--- config.mk ---
export PLATFORM = sky130hd
export DESIGN_NAME = ka_fork_ctrl_flat
export DESIGN_NICKNAME = d
export VERILOG_FILES = /design/src/rtl/ka_pkg.sv /design/src/rtl/ka_fork_ctrl_if.sv /design/src/rtl/ka_fork_lane.sv /design/src/rtl/ka_fork_ctrl.sv /design/src/flat_wrapper.sv
export SDC_FILE = /design/constraint.sdc
export NUM_CORES = 1
export LEC_CHECK = 0
export BUFFER_PORTS_ARGS = -buffer_cell sky130_fd_sc_hd__buf_2
export CORE_MARGIN = 1.5
export CORE_UTILIZATION = 50
export DETAILED_ROUTE_END_ITERATION = 12
export PLACE_DENSITY = 0.73
export SETUP_SLACK_MARGIN = 0.5
export SLEW_MARGIN = 0
export SYNTH_ARGS = -nofsm -noshare
export SYNTH_HDL_FRONTEND = slang
export SYNTH_HIERARCHICAL = 1
export SYNTH_SLANG_ARGS = --single-unit
--- constraint.sdc ---
create_clock -name clk -period 3.2 [get_ports clk]
set_input_delay 0.16 -clock clk [delete_from_list [all_inputs] [get_ports clk]]
set_output_delay 0.16 -clock clk [all_outputs]
set_load 0.02 [all_outputs]
--- src/rtl/ka_pkg.sv ---
// Shared types and default sizing for the ka_fork_ctrl fork/join handshake controller.
package ka_pkg;

    typedef enum logic {
        KA_IDLE = 1'b0,
        KA_BUSY = 1'b1
    } ka_state_t;

    localparam int KA_NCH_DEF       = 4;
    localparam int KA_TMO_W_DEF     = 10;
    localparam int KA_TMO_LIMIT_DEF = 1000;
    localparam int KA_CNT_W_DEF     = 16;

endpackage

--- src/rtl/ka_fork_ctrl_if.sv ---
// Upstream req/ack plus channel mask, and NCH downstream req/ack lanes, as one bundle.
interface ka_fork_ctrl_if
    import ka_pkg::*;
#(
    parameter int NCH = KA_NCH_DEF
);
    // Four-phase-free req/ack: a requester raises req and holds it (and its payload,
    // here t_mask) until it sees ack high in the same cycle; that cycle completes the
    // transfer and req may drop or start a new transfer in the next cycle.
    logic           t_ka_req;
    logic           t_ka_ack;
    logic [NCH-1:0] t_mask;
    logic [NCH-1:0] i_req;
    logic [NCH-1:0] i_ack;

    modport master (
        output t_ka_req, t_mask, i_ack,
        input  t_ka_ack, i_req
    );

    modport slave (
        input  t_ka_req, t_mask, i_ack,
        output t_ka_ack, i_req
    );

endinterface

--- src/rtl/ka_fork_lane.sv ---
// One downstream channel: remembers whether this channel already acked in the
// current transaction and produces its request and its contribution to the join.
module ka_fork_lane
    import ka_pkg::*;
(
    input  logic clk,
    input  logic reset_n,
    input  logic req,
    input  logic sel,
    input  logic ack,
    input  logic txn_ack,
    output logic i_req,
    output logic term,
    output logic done
);

    logic done_q;

    always_ff @(posedge clk or negedge reset_n) begin
        if (!reset_n) begin
            done_q <= 1'b0;
        end else begin
            done_q <= (done_q | (i_req & ack)) & ~txn_ack;
        end
    end

    assign i_req = req & sel & ~done_q;
    // Channel is satisfied if unselected, already done, or acking right now.
    assign term  = ~sel | done_q | ack;
    assign done  = done_q;

endmodule

--- src/rtl/ka_fork_ctrl.sv ---
// Fork/join controller: fans one upstream request out to the masked channels and
// acks upstream once every selected channel has acked; adds a counter and watchdog.
module ka_fork_ctrl
    import ka_pkg::*;
#(
    parameter int NCH       = KA_NCH_DEF,
    parameter int TMO_W     = KA_TMO_W_DEF,
    parameter int TMO_LIMIT = KA_TMO_LIMIT_DEF,
    parameter int CNT_W     = KA_CNT_W_DEF
) (
    input  logic              clk,
    input  logic              reset_n,
    ka_fork_ctrl_if.slave     ka,
    input  logic              err_clr,
    output logic              err_tmo,
    output logic [NCH-1:0]    err_ch,
    output logic [CNT_W-1:0]  txn_cnt,
    output ka_state_t         state
);

    localparam logic [TMO_W-1:0] WD_LIMIT   = TMO_W'(TMO_LIMIT);
    localparam logic [TMO_W-1:0] WD_LAST    = TMO_W'(TMO_LIMIT - 1);

    ka_state_t        state_q;
    ka_state_t        state_d;
    logic [NCH-1:0]   mask_q;
    logic [NCH-1:0]   mask_eff;
    logic [NCH-1:0]   lane_req;
    logic [NCH-1:0]   lane_term;
    logic [NCH-1:0]   lane_done;
    logic [TMO_W-1:0] wcnt_q;
    logic [CNT_W-1:0] txn_cnt_q;
    logic [NCH-1:0]   err_ch_q;
    logic             err_tmo_q;
    logic             req_live;
    logic             txn_ack;
    logic             tmo_evt;

    // Gating with reset_n makes an asserted reset drop every downstream request at once.
    assign req_live = ka.t_ka_req & reset_n;
    assign mask_eff = (state_q == KA_IDLE) ? ka.t_mask : mask_q;
    assign txn_ack  = req_live & (&lane_term);

    for (genvar g = 0; g < NCH; g++) begin : g_lane
        ka_fork_lane u_lane (
            .clk     (clk),
            .reset_n (reset_n),
            .req     (req_live),
            .sel     (mask_eff[g]),
            .ack     (ka.i_ack[g]),
            .txn_ack (txn_ack),
            .i_req   (lane_req[g]),
            .term    (lane_term[g]),
            .done    (lane_done[g])
        );
    end

    always_comb begin
        state_d = state_q;
        case (state_q)
            KA_IDLE: if (req_live && !txn_ack) state_d = KA_BUSY;
            KA_BUSY: if (txn_ack)              state_d = KA_IDLE;
            default:                           state_d = KA_IDLE;
        endcase
    end

    always_ff @(posedge clk or negedge reset_n) begin
        if (!reset_n) begin
            state_q <= KA_IDLE;
            mask_q  <= '0;
        end else begin
            state_q <= state_d;
            if (state_q == KA_IDLE && state_d == KA_BUSY) begin
                mask_q <= ka.t_mask;
            end
        end
    end

    // Fires once per stall, on the cycle the watchdog reaches its limit.
    assign tmo_evt = (state_q == KA_BUSY) & ~txn_ack & (wcnt_q == WD_LAST);

    always_ff @(posedge clk or negedge reset_n) begin
        if (!reset_n) begin
            wcnt_q    <= '0;
            err_tmo_q <= 1'b0;
            err_ch_q  <= '0;
            txn_cnt_q <= '0;
        end else begin
            if (state_q == KA_IDLE || txn_ack) begin
                wcnt_q <= '0;
            end else if (wcnt_q != WD_LIMIT) begin
                wcnt_q <= wcnt_q + TMO_W'(1);
            end

            if (tmo_evt) begin
                err_tmo_q <= 1'b1;
                err_ch_q  <= err_ch_q | (mask_q & ~lane_done & ~ka.i_ack);
            end else if (err_clr) begin
                err_tmo_q <= 1'b0;
                err_ch_q  <= '0;
            end

            if (txn_ack) begin
                txn_cnt_q <= txn_cnt_q + CNT_W'(1);
            end
        end
    end

    assign ka.t_ka_ack = txn_ack;
    assign ka.i_req    = lane_req;
    assign err_tmo     = err_tmo_q;
    assign err_ch      = err_ch_q;
    assign txn_cnt     = txn_cnt_q;
    assign state       = state_q;

endmodule

--- src/flat_wrapper.sv ---
// flat-port wrapper written by rule: the top's interface ports become plain ports
module ka_fork_ctrl_flat import ka_pkg::*;
#(
    parameter int NCH       = KA_NCH_DEF,
    parameter int TMO_W     = KA_TMO_W_DEF,
    parameter int TMO_LIMIT = KA_TMO_LIMIT_DEF,
    parameter int CNT_W     = KA_CNT_W_DEF
)
  (clk, reset_n, err_clr, err_tmo, err_ch, txn_cnt, state, ka_t_ka_req, ka_t_mask, ka_i_ack, ka_t_ka_ack, ka_i_req);
  ka_fork_ctrl_if #(.NCH(NCH)) ka_i ();
  input  logic clk;
  input  logic reset_n;
  input  logic err_clr;
  output logic err_tmo;
  output logic [NCH-1:0] err_ch;
  output logic [CNT_W-1:0] txn_cnt;
  output ka_state_t state;
  input wire logic [$bits(ka_i.t_ka_req)-1:0] ka_t_ka_req;
  input wire logic [$bits(ka_i.t_mask)-1:0] ka_t_mask;
  input wire logic [$bits(ka_i.i_ack)-1:0] ka_i_ack;
  output wire logic [$bits(ka_i.t_ka_ack)-1:0] ka_t_ka_ack;
  output wire logic [$bits(ka_i.i_req)-1:0] ka_i_req;
  assign ka_i.t_ka_req = ka_t_ka_req;
  assign ka_i.t_mask = ka_t_mask;
  assign ka_i.i_ack = ka_i_ack;
  assign ka_t_ka_ack = ka_i.t_ka_ack;
  assign ka_i_req = ka_i.i_req;
  ka_fork_ctrl #(.NCH(NCH), .TMO_W(TMO_W), .TMO_LIMIT(TMO_LIMIT), .CNT_W(CNT_W)) u_core (.clk(clk), .reset_n(reset_n), .ka(ka_i), .err_clr(err_clr), .err_tmo(err_tmo), .err_ch(err_ch), .txn_cnt(txn_cnt), .state(state));
endmodule
==> results of run 1 <==
==> how the worst max path moves through the flow <==
stage / start / end / slack, ps
2_1_floorplan: u_core/state / u_core/txn_cnt[1] / 740
3_3_place_gp: u_core/state / u_core/txn_cnt[1] / 1060
3_5_place_dp: u_core/state / u_core/txn_cnt[1] / 980
4_1_cts: u_core/state / ka_t_ka_ack / 740
5_1_grt: u_core/state / ka_t_ka_ack / 560
6_report: u_core/state / ka_t_ka_ack / 740
==> report_power, final <==
part | internal [mW] | total (mW) | switching [mW]
registers | 0.608 | 0.737 | 0.128
logic | 0.222 | 0.507 | 0.285
clock network | 0.172 | 0.342 | 0.170
total | 1.00 | 1.59 | 0.583
==> flip-flops by register name (all words and copies together), names as in the netlist <==
signal,cells
u_core/wcnt_q,10
u_core/txn_cnt,16
u_core/g_lane.u_lane/done,4
u_core/err_ch,4
u_core/mask_q,4
u_core/state,1
u_core/err_tmo,1
==> placed cells by master, fill, tap and decap left out, drive strengths merged, types with 2 or more instances in the layout <==
cell / Yosys / final
xnor2: 11 / 11
and3: 2 / 2
xor2: 11 / 11
o22ai: 3 / 3
nand2b: 2 / 2
a31oi: 4 / 4
o21ai: 3 / 3
nor2: 29 / 29
clkbuf: 2 / 6
clkinv: 0 / 2
nand3: 6 / 6
nor3: 8 / 8
nand2: 18 / 18
nor4: 3 / 3
nand4: 8 / 8
inv: 9 / 9
ha: 3 / 3
a21oi: 2 / 2
buf: 0 / 40
dfrtp: 40 / 40
mux2: 9 / 9
and4: 2 / 2
nor3b: 4 / 4
==> worst max-delay path: stages, from the launching register on <==
cell and delay (ps):
sky130_fd_sc_hd__dfrtp_1 510, sky130_fd_sc_hd__mux2_2 400, sky130_fd_sc_hd__nand2_1 130, sky130_fd_sc_hd__nand4_4 140, sky130_fd_sc_hd__nor2_1 540, sky130_fd_sc_hd__buf_2 290
==> metal layers <==
metal  up-vias  wire, um  share of wire, %  track usage [%]
met5         -         0                 0                0
met3         4       176               4.7             5.79
li1        730         -                 -                -
met1       704      1840                49             27.0
met2        38      1700                45             30.3
met4         0        29              0.77             5.99
==> cell families (layout without fill, tap and decap cells) <==
family                   after synthesis  after routing
AND/OR/NAND/NOR                       87             87
buffers and inverters                 11             57
AO/OA/AOI/OAI                         13             13
multiplexers                          10             10
flip-flops                            40             40
adder cells (fa/ha/maj)                3              3
XOR/XNOR                              22             22
==> metrics by stage <==
stage                     setup WS [ps]  hold WS [ps]  util (%)  cells  instance area [um^2]
after floorplan                     737          -136         -    186                  1970
after global placement             1060           338      60.0    272                  2230
after detailed placement            981           337      60.0    272                  2230
after CTS                           741          20.5      62.5    280                  2320
after global routing                556          32.6      62.5    280                  2320
final                               736          1.95      62.5    280                  2320
==> layout make-up <==
cell class / instances / area [um^2] / share of cell area, %
Multi-Input combinational cell: 135 / 930 / 40.0
Clock inverter: 2 / 10.0 / 0.431
Clock buffer: 6 / 82.6 / 3.56
Tap cell: 48 / 60.1 / 2.59
Inverter: 9 / 33.8 / 1.45
Sequential cell: 40 / 1000 / 43.1
Timing Repair Buffer: 40 / 205 / 8.84
==> flow_summary.rst, run 1 <==
.. list-table::
   :header-rows: 1

   * - Metric
     - Value
   * - RSZ-0062 raised after global routing
     - false
   * - # port buffers
     - 38
   * - HP Class
     - in -> async
   * - # hold bufs at CTS
     - 0
   * - Synthesized area per cell
     - between 10 and 15 um^2
   * - Detail Route Antenna Nets
     - 0
   * - Drt total wl
     - roughly 3.7 mm
   * - Synth Cell Area
     - 0.00197 mm^2
   * - HPWL after detailed placement
     - approximately 2.7 mm
   * - DR vias/cell
     - 5.27
   * - Tcrit/Tclk final
     - 77.0%
   * - Pin count of the biggest net entering global routing
     - 41
   * - Peak fanout along the critical path
     - 10
   * - Total gr overflow
     - 0
   * - Adder and majority gate portion of the synthesized area
     - 1.90%
   * - Clock-pin slew on the worst setup and hold paths
     - ~80 ps
   * - Max Slew Vio Count
     - 0
   * - Synthesized net count
     - between 200 and 250
   * - Critical path data required time
     - slightly above 3000 ps
   * - Actual transition at the worst max-transition pin
     - between 600 and 700 ps
   * - Register area share after synthesis
     - about half
   * - Multiplexer area fraction after synthesis
     - between 5 and 6%
   * - Count of instances resized after the clock tree is built
     - 0
   * - Async set-reset flop share out of synthesis
     - 100%
   * - Max-Cap Viols
     - 0
   * - Startpoint type of the worst setup path
     - register
   * - Worst r2r dst
     - u_core/txn_cnt[1]
   * - Clk_skew
     - between 4 and 5 ps
   * - Result of the run
     - completed
   * - Post-synth EDFFs
     - 0
   * - Number of setup buffers added after CTS
     - 0
   * - Flops & latches, synth
     - 40
   * - Cell with the most instances after synthesis
     - sky130_fd_sc_hd__dfrtp_1
   * - Core box area
     - between 0.003 and 0.004 mm^2
   * - CTS Buf Count
     - 5
   * - Maximum clock rate
     - 406 MHz
   * - Number of buffers on the longest clock path
     - 2
   * - Clock tree root driver cell
     - sky130_fd_sc_hd__clkbuf_8
   * - CP endpoint kind
     - primary output
   * - Standard-cell rows
     - 22
   * - Routability cong.
     - about 0.78
   * - Worst reg2reg path depth
     - 5
   * - Clock latency at the later pin of the worst-skew pair
     - roughly 280 ps
   * - Synth cell count leaders
     - 40 x sky130_fd_sc_hd__dfrtp_1, 29 x sky130_fd_sc_hd__nor2_1, 17 x sky130_fd_sc_hd__nand2_1
   * - Setup tns final
     - 0 ps
   * - DR pass1 iterations
     - 4
   * - IO Count
     - 39
   * - Share of post-route cells with drive strength above 1
     - 28.9%
   * - Vias in the first global route
     - approximately 1,500
   * - Overall global routing resource usage
     - between 10% and 20%
   * - Number of instances in the synthesized netlist
     - around 190
   * - Leakage Power
     - about 1.1 nW
   * - Number of antenna violations at the first check in global routing
     - 0
   * - Drt drc
     - 0
   * - Initial DRC Count
     - 83
   * - Cell variety after synth
     - 34
   * - Area added between synthesis and finish
     - 17.8%
   * - Synth top area share
     - 50.8%
   * - Nets
     - 246
   * - Headroom to the max-slew limit
     - ~55%
   * - Area of the die
     - approximately 0.0043 mm^2
   * - Wire length per cell
     - 13.4 um
   * - Filler cell count
     - 347
   * - # diodes
     - 0
   * - Post-layout min period
     - roughly 2500 ps
   * - Deepest level of the CTS H-tree
     - 2
   * - Count of yosys warnings during synthesis
     - 6
   * - Source of the worst register-to-register timing path
     - u_core/state
   * - Complex-gate fraction of the synthesized area
     - under 10%
   * - Die outline height
     - between 60 and 70 um
   * - Top post-synthesis cells by area
     - sky130_fd_sc_hd__dfrtp_1 51%, sky130_fd_sc_hd__nor2_1 5.5%, sky130_fd_sc_hd__mux2_2 5.1%
   * - Most used flip-flop cell after synthesis
     - sky130_fd_sc_hd__dfrtp_1
   * - Via total after detailed routing
     - between 1,000 and 1,500
   * - Synth area leader
     - sky130_fd_sc_hd__dfrtp_1
   * - Minimum setup slack among reg-to-reg paths
     - about 960 ps
   * - Area share of and/or/nand/nor cells after synthesis
     - between 20% and 30%
   * - Endpoint arrival time on the critical path
     - around 2300 ps
   * - Total power
     - approximately 1.6 mW
   * - Main combinational cell family by area after synthesis
     - simple AND/OR/NAND/NOR gates
   * - CTS tree
     - yes
   * - Total power density per cell area
     - roughly 680 mW/mm^2
   * - Number of setup violations in the final report
     - 0
   * - Share of the synthesized netlist area taken by xor and xnor gates
     - about a tenth
   * - Clock sink count
     - 40
   * - IR Drop Worst-Case VDD
     - approximately 0.00042 V
   * - Setup CP Type
     - reg -> out
   * - Die W
     - between 60 and 70 um
   * - Wire length of the first global-routing pass
     - 6.44 mm
   * - Final-report hold violation count
     - 0
   * - Effective utilization at floorplan
     - 53.1%
(Power assumes the default switching activity.)
==> inputs of run 2 (changes only) <==
--- a/config.mk
+++ b/config.mk
@@ -7,9 +7,9 @@
 export LEC_CHECK = 0
 export BUFFER_PORTS_ARGS = -buffer_cell sky130_fd_sc_hd__buf_2
 export CORE_MARGIN = 1.5
-export CORE_UTILIZATION = 50
+export CORE_UTILIZATION = 49
 export DETAILED_ROUTE_END_ITERATION = 12
-export PLACE_DENSITY = 0.73
+export PLACE_DENSITY = 0.75
 export SETUP_SLACK_MARGIN = 0.5
 export SLEW_MARGIN = 0
 export SYNTH_ARGS = -nofsm -noshare
==> constraint.sdc (replaced) <==
create_clock -name clk -period 2 [get_ports clk]
set_input_delay 0.1 -clock clk [delete_from_list [all_inputs] [get_ports clk]]
set_output_delay 0.1 -clock clk [all_outputs]
set_load 0.02 [all_outputs]
==> flow_summary.rst, run 2 (synthesized netlist as in run 1, its figures left out) <==
.. list-table::
   :header-rows: 1

   * - Metric
     - Value
   * - Result of the run
     - completed
   * - Clock sink count
     - 40
   * - Final std cell area, no fill
     - 0.00264 mm^2
   * - Startpoint type of the worst setup path
     - register
   * - Vias in the first global route
     - 1,497
   * - IO Count
     - 39
   * - Wire length per cell
     - 15.1 um
   * - Drt total wl
     - approximately 4.5 mm
   * - Maximum clock rate
     - 550 MHz
   * - Worst reg2reg path depth
     - 6
   * - Via total after detailed routing
     - approximately 1,600
   * - Worst setup timing slack at the placement stage
     - approximately 60 ps
   * - DR vias/cell
     - between 5 and 6
   * - Largest delay share family, worst path
     - flip-flops
   * - Post-layout min period
     - ~1800 ps
   * - Number of antenna violations at the first check in global routing
     - 0
   * - Headroom to the max-slew limit
     - between 60% and 70%
   * - Sum of buffers and inverters on the critical path
     - 2
   * - Wire length of the first global-routing pass
     - 6.93 mm
   * - Number of buffers on the longest clock path
     - 2
   * - Clock-pin slew on the worst setup and hold paths
     - 70 ps
   * - Number of setup violations in the final report
     - 0
   * - Final-report hold violation count
     - 0
   * - Area of the die
     - about 0.0044 mm^2
   * - Max Slew Vio Count
     - 0
   * - # diodes
     - 0
   * - Total met3 wirelength after detailed routing
     - roughly 200 um
   * - # placed instances
     - approximately 270
   * - Routability cong.
     - 0.817
   * - Tcrit/Tclk final
     - roughly nine tenths
   * - CTS Buf Count
     - 5
   * - Leakage Power
     - 1.31 nW
   * - Minimum setup slack among reg-to-reg paths
     - around 190 ps
   * - Uppermost signal routing layer after detailed routing
     - met4
   * - CP dominant cell by count
     - sky130_fd_sc_hd__buf_6
   * - Total gr overflow
     - 0
   * - RSZ-0062 raised after global routing
     - true
   * - Max-Cap Viols
     - 0
   * - Core box area
     - 0.00377 mm^2
   * - Area added between synthesis and finish
     - 33.7%
   * - Pin count of the biggest net entering global routing
     - 41
   * - IR Drop Worst-Case VDD
     - around 0.00068 V
   * - Placed inst area
     - approximately 0.0023 mm^2
   * - Effective utilization at floorplan
     - approximately 52%
   * - Final Core Density
     - a little over two thirds
   * - Actual transition at the worst max-transition pin
     - about 520 ps
   * - Clock latency at the later pin of the worst-skew pair
     - slightly below 300 ps
   * - Worst r2r dst
     - u_core/txn_cnt[14]
   * - HP Class
     - in -> reg
   * - Clk_skew
     - about 5.7 ps
   * - Clock tree root driver cell
     - sky130_fd_sc_hd__clkbuf_8
   * - HPWL after detailed placement
     - between 2 and 3 mm
   * - Detail Route Antenna Nets
     - 0
   * - CTS tree
     - yes
   * - Filler cell count
     - 272
   * - DR pass1 iterations
     - 4
   * - Critical path data required time
     - 1900 ps
   * - Initial DRC Count
     - between 100 and 150
   * - Final setup slack of the worst path
     - about 180 ps
   * - Critical-path top delay cell
     - sky130_fd_sc_hd__dfrtp_2
   * - Nets
     - roughly 260
   * - Standard-cell rows
     - 22
   * - Deepest level of the CTS H-tree
     - 2
   * - Commonest non-fill, non-tap cell in the layout
     - sky130_fd_sc_hd__dfrtp_1
   * - Drt drc
     - 0
   * - Hold Path Sink
     - u_core/err_tmo
   * - Overall global routing resource usage
     - 21.0%
   * - Largest register FFs
     - 16
   * - Endpoint arrival time on the critical path
     - between 1500 and 2000 ps
   * - Source of the worst register-to-register timing path
     - u_core/state
   * - Crit path largest cell delay
     - approximately 480 ps
   * - Share of post-route cells with drive strength above 1
     - about two fifths
   * - Die W
     - ~66 um
   * - Setup CP Type
     - reg -> out
   * - Total power
     - 3.04 mW
   * - Die outline height
     - 66.4 um
   * - # port buffers
     - 38
   * - Layout Cells excl Fill
     - just under 300
   * - Worst path cell trace
     - mux2_4 -> nand2_4 -> nand4_4 -> nor2_4 -> buf_6 -> buf_6
   * - Routed metal-1 wirelength
     - 2.00 mm
   * - Cell depth of the worst hold path
     - 2
   * - Commonest non-fill, non-tap cells in the layout
     - 39 x sky130_fd_sc_hd__dfrtp_1, 36 x sky130_fd_sc_hd__buf_2, 26 x sky130_fd_sc_hd__nor2_1
   * - CP endpoint kind
     - primary output
   * - Worst Min Path Start
     - err_clr
   * - Setup tns final
     - 0 ps
   * - Worst-case hold slack
     - between 40 and 50 ps
   * - Total power density per cell area
     - 1150 mW/mm^2
   * - Peak fanout along the critical path
     - 6
   * - Met2 WL post-DR
     - around 2.2 mm
run 2: cell types whose count changed in the layout (fill, tap and decap cells not counted), moves of 3 or more:
cell	previous run	this run
sky130_fd_sc_hd__buf_6	0	7
sky130_fd_sc_hd__buf_4	2	13
sky130_fd_sc_hd__mux2_4	0	9
sky130_fd_sc_hd__nand2_4	1	5
sky130_fd_sc_hd__mux2_2	9	0
sky130_fd_sc_hd__nand2_1	17	13
sky130_fd_sc_hd__nor2_1	29	26
sky130_fd_sc_hd__nor3_1	7	3
run 2: worst max-delay path by stage:
stage	depth (start not counted)	end	from	slack, ps
after floorplan	6	u_core/txn_cnt[1]	u_core/state	120
after global placement	7	u_core/err_tmo	u_core/state	90
after detailed placement	7	u_core/err_tmo	u_core/state	60
after CTS	7	u_core/err_ch[3]	u_core/state	220
after global routing	6	ka_t_ka_ack	u_core/state	120
final	6	ka_t_ka_ack	u_core/state	180
run 2: final cells by class:
type | count | area, um^2 | area share [%]
multi-input cells | 135 | 1080 | 41.1
flip-flops and latches | 40 | 1000 | 38.0
repair buffers | 57 | 367 | 13.9
clock buffers | 8 | 90.1 | 3.42
well taps | 48 | 60.1 | 2.28
inverters | 9 | 33.8 | 1.28
run 2: layer usage:
metal	global-route usage [%]	up-vias
met5	0	-
met4	8.42	0
met3	6.13	9
met2	32.3	41
met1	27.9	771
li1	-	762
run 2: repair_timing:
| action | 4_1_cts | 5_1_grt |
|---|---|---|
| resized for setup | 16 | 13 |
| hold buffers | 1 | 0 |
| setup endpoints to repair | 40 | 45 |
| setup buffers | 9 | 6 |
| pin swaps | 9 | 5 |
| endpoints found under the hold margin | 40 | 0 |
| cloned | 0 | 0 |
run 2: where the power goes:
part	total (mW)	switching, mW	internal [mW]
clock network	0.552	0.271	0.281
logic	1.29	0.644	0.644
registers	1.20	0.228	0.976
==> inputs of run 3 (changes only) <==
--- a/config.mk
+++ b/config.mk
@@ -14,5 +14,4 @@
 export SLEW_MARGIN = 0
 export SYNTH_ARGS = -nofsm -noshare
 export SYNTH_HDL_FRONTEND = slang
-export SYNTH_HIERARCHICAL = 1
 export SYNTH_SLANG_ARGS = --single-unit
==> flow_summary.rst, run 3 <==
.. list-table::
   :header-rows: 1

   * - Metric
     - Value
   * - Synth area leader
     - sky130_fd_sc_hd__dfrtp_1
   * - Number of instances in the synthesized netlist
     - ~180
   * - Total stage count of the critical path
     - 9
   * - Sum of buffers and inverters on the critical path
     - 4
   * - Synthesized area per cell
     - around 11 um^2
   * - Effective utilization at floorplan
     - 52.2%
   * - Tcrit/Tclk final
     - 105%
   * - Total power density per cell area
     - 1180 mW/mm^2
   * - Leakage Power
     - roughly 1.3 nW
   * - Detail Route Antenna Nets
     - 0
   * - Drt total wl
     - between 4 and 5 mm
   * - Setup CP Type
     - reg -> reg
   * - Synth top area share
     - ~51%
   * - Die W
     - 66.2 um
   * - Crit path largest cell delay
     - about 440 ps
   * - Area added between synthesis and finish
     - 38.7%
   * - DR pass1 iterations
     - 4
   * - Placed inst area
     - ~0.0022 mm^2
   * - Clock latency at the later pin of the worst-skew pair
     - ~300 ps
   * - IO Count
     - 39
   * - Wire length of the first global-routing pass
     - just over 7 mm
   * - Actual transition at the worst max-transition pin
     - between 500 and 600 ps
   * - Top post-synthesis cells by area
     - sky130_fd_sc_hd__dfrtp_1 51%, sky130_fd_sc_hd__xnor2_1 8.1%, sky130_fd_sc_hd__nor2_1 5.0%
   * - Commonest non-fill, non-tap cell in the layout
     - sky130_fd_sc_hd__dfrtp_1
   * - Cell with the most instances after synthesis
     - sky130_fd_sc_hd__dfrtp_1
   * - Final Core Density
     - around 72%
   * - Share of post-route cells with drive strength above 1
     - between 40% and 50%
   * - Vias in the first global route
     - roughly 1,500
   * - Maximum clock rate
     - 475 MHz
   * - CP dominant cell by count
     - sky130_fd_sc_hd__buf_4
   * - GR Layer Usage met3
     - a little under 7%
   * - Result of the run
     - finished, violations left
   * - Largest register FFs
     - 16
   * - Critical path data required time
     - 2220 ps
   * - Initial DRC Count
     - 71
   * - Synth cell count leaders
     - 40 x sky130_fd_sc_hd__dfrtp_1, 26 x sky130_fd_sc_hd__nor2_1, 18 x sky130_fd_sc_hd__xnor2_1
   * - Total gr overflow
     - 0
   * - Clock-pin slew on the worst setup and hold paths
     - approximately 80 ps
   * - # diodes
     - 0
   * - # port buffers
     - 38
   * - Max Slew Vio Count
     - 0
   * - Fraction of met2 tracks used by global routing
     - approximately a third
   * - GRT Max-Usage Layer
     - met2
   * - Cell variety after synth
     - 33
   * - Synthesized net count
     - ~190
   * - CTS Buf Count
     - 5
   * - Critical-path top delay cell
     - sky130_fd_sc_hd__dfrtp_2
   * - Wire length per cell
     - between 15 and 20 um
   * - RSZ-0062 raised after global routing
     - true
   * - Post-synth EDFFs
     - 0
   * - Die outline height
     - roughly 66 um
   * - Most used flip-flop cell after synthesis
     - sky130_fd_sc_hd__dfrtp_1
   * - HPWL after detailed placement
     - 2.69 mm
   * - HP Class
     - in -> reg
   * - Routability cong.
     - slightly above 0.8
   * - Via total after detailed routing
     - 1,601
   * - CP endpoint kind
     - register
   * - Number of antenna violations at the first check in global routing
     - 0
   * - Worst reg2reg path depth
     - 9
   * - Area of the die
     - 0.00438 mm^2
   * - Clk_skew
     - approximately 4 ps
   * - Met1 Track Usage GR
     - roughly 30%
   * - DR vias/cell
     - ~5.6
   * - IR Drop Worst-Case VDD
     - ~0.00087 V
   * - Number of buffers on the longest clock path
     - 2
   * - Pin count of the biggest net entering global routing
     - 42
   * - Peak fanout along the critical path
     - 7
   * - Number of setup violations in the final report
     - 30
   * - Cell depth of the worst hold path
     - 2
   * - Total power
     - between 3 and 4 mW
   * - Drt drc
     - 0
   * - Worst path cell trace
     - buf_6 -> mux2i_4 -> nor3_2 -> buf_4 -> nor4_4 -> buf_4 -> buf_8 -> nand4_1 -> xnor2_1
   * - Core box area
     - around 0.0037 mm^2
   * - Final std cell area, no fill
     - approximately 0.0027 mm^2
   * - Overall global routing resource usage
     - 21.8%
   * - CTS tree
     - yes
   * - Endpoint arrival time on the critical path
     - roughly 2300 ps
   * - Final-report hold violation count
     - 0
   * - Async set-reset flop share out of synthesis
     - between 90% and 100%
   * - Headroom to the max-slew limit
     - 66.0%
   * - Final setup slack of the worst path
     - -104 ps
   * - Largest delay share family, worst path
     - buffers and inverters
   * - Max-Cap Viols
     - 0
   * - Register area share after synthesis
     - around 51%
   * - Worst setup timing slack at the placement stage
     - between 40 and 50 ps
   * - Deepest level of the CTS H-tree
     - 2
   * - Clock sink count
     - 40
   * - Synth Cell Area
     - just under 0.002 mm^2
   * - Post-layout min period
     - 2100 ps
   * - Startpoint type of the worst setup path
     - register
   * - Failing checks
     - negative setup slack
   * - Commonest non-fill, non-tap cells in the layout
     - 39 x sky130_fd_sc_hd__dfrtp_1, 37 x sky130_fd_sc_hd__buf_2, 21 x sky130_fd_sc_hd__nor2_1
   * - Clock tree root driver cell
     - sky130_fd_sc_hd__clkbuf_8
   * - Count of yosys warnings during synthesis
     - 0
   * - Nets
     - 253
   * - Standard-cell rows
     - 22
   * - Flops & latches, synth
     - 40
[run 3: cell types whose count changed after synthesis, sizes merged, moves of 4 or more]
| cell | previous run | this run |
|---|---|---|
| nand2 | 18 | 6 |
| buf | 0 | 7 |
| xnor2 | 11 | 18 |
| and3 | 2 | 10 |
| mux2i | 1 | 5 |
| mux2 | 9 | 5 |
| a21oi | 2 | 6 |
| xor2 | 11 | 5 |
| inv | 9 | 3 |
[run 3: path summary, 6_finish.rpt]
check                                   start                 end  slack, ps
max                              u_core.state   u_core.txn_cnt[6]       -100
max in group asynchronous             reset_n        u_core.state       1190
min in group asynchronous             reset_n      u_core.err_tmo        430
max reg2reg                      u_core.state   u_core.txn_cnt[6]       -100
min                              ka_t_mask[0]    u_core.mask_q[0]         60
min reg2reg                u_core.txn_cnt[15]  u_core.txn_cnt[15]        480
[run 3: cells by family after synthesis]
kind of cell	count (synthesis)	share of synthesized area, %
compound gates	14	4.99
xor+xnor	23	10.3
fa+ha+maj	3	1.92
buf+inv	11	3.65
flops	40	51.2
mux	10	5.63
simple gates	76	22.3
[run 3: worst reg2reg max path, stage by stage (launching register included)]
cell and delay [ps]:
sky130_fd_sc_hd__dfrtp_2 440, sky130_fd_sc_hd__buf_6 130, sky130_fd_sc_hd__mux2i_4 230, sky130_fd_sc_hd__nor3_2 70, sky130_fd_sc_hd__buf_4 150, sky130_fd_sc_hd__nor4_4 320
sky130_fd_sc_hd__buf_4 210, sky130_fd_sc_hd__buf_8 130, sky130_fd_sc_hd__nand4_1 110, sky130_fd_sc_hd__xnor2_1 220
[run 3: metal layers]
layer / vias to the layer above / share of wire [%]
met5: - / 0
met4: 0 / 1.8
met3: 9 / 4.2
met2: 41 / 50
met1: 811 / 44
li1: 740 / -
[run 3: final cells by class]
type | instances | area, um^2
flip-flops and latches | 40 | 1000
multi-input cells | 126 | 1060
inverters | 3 | 11.3
well taps | 48 | 60.1
fillers | 259 | 1030
clock buffers | 7 | 96.3
clock inverters | 1 | 30.0
repair buffers | 62 | 448
[run 3: repair_timing]
action | in CTS | in global routing
hold buffers | 2 | 0
resized for setup | 16 | 32
pin swaps | 7 | 9
endpoints found under the hold margin | 41 | 0
buffers inserted | 8 | 6
endpoints found under the setup margin | 45 | 45
cloned | 1 | 1
[run 3: power by group]
group / switching [mW] / internal [mW] / leakage, nW / total [mW]
Sequential: 0.238 / 0.965 / 0.533 / 1.20
Combinational: 0.600 / 0.660 / 0.674 / 1.26
Clock: 0.293 / 0.440 / 0.0645 / 0.733
Total: 1.13 / 2.07 / 1.27 / 3.20
[run 3: through the flow]
stage               TNS (ps)  hold WS (ps)  std cells
detailed placement         0           221        261
global route           -4050          56.6        287
floorplan                  0          -196        177
finish                 -1310          55.8        287
CTS                        0          31.1        280
global placement           0           229        261
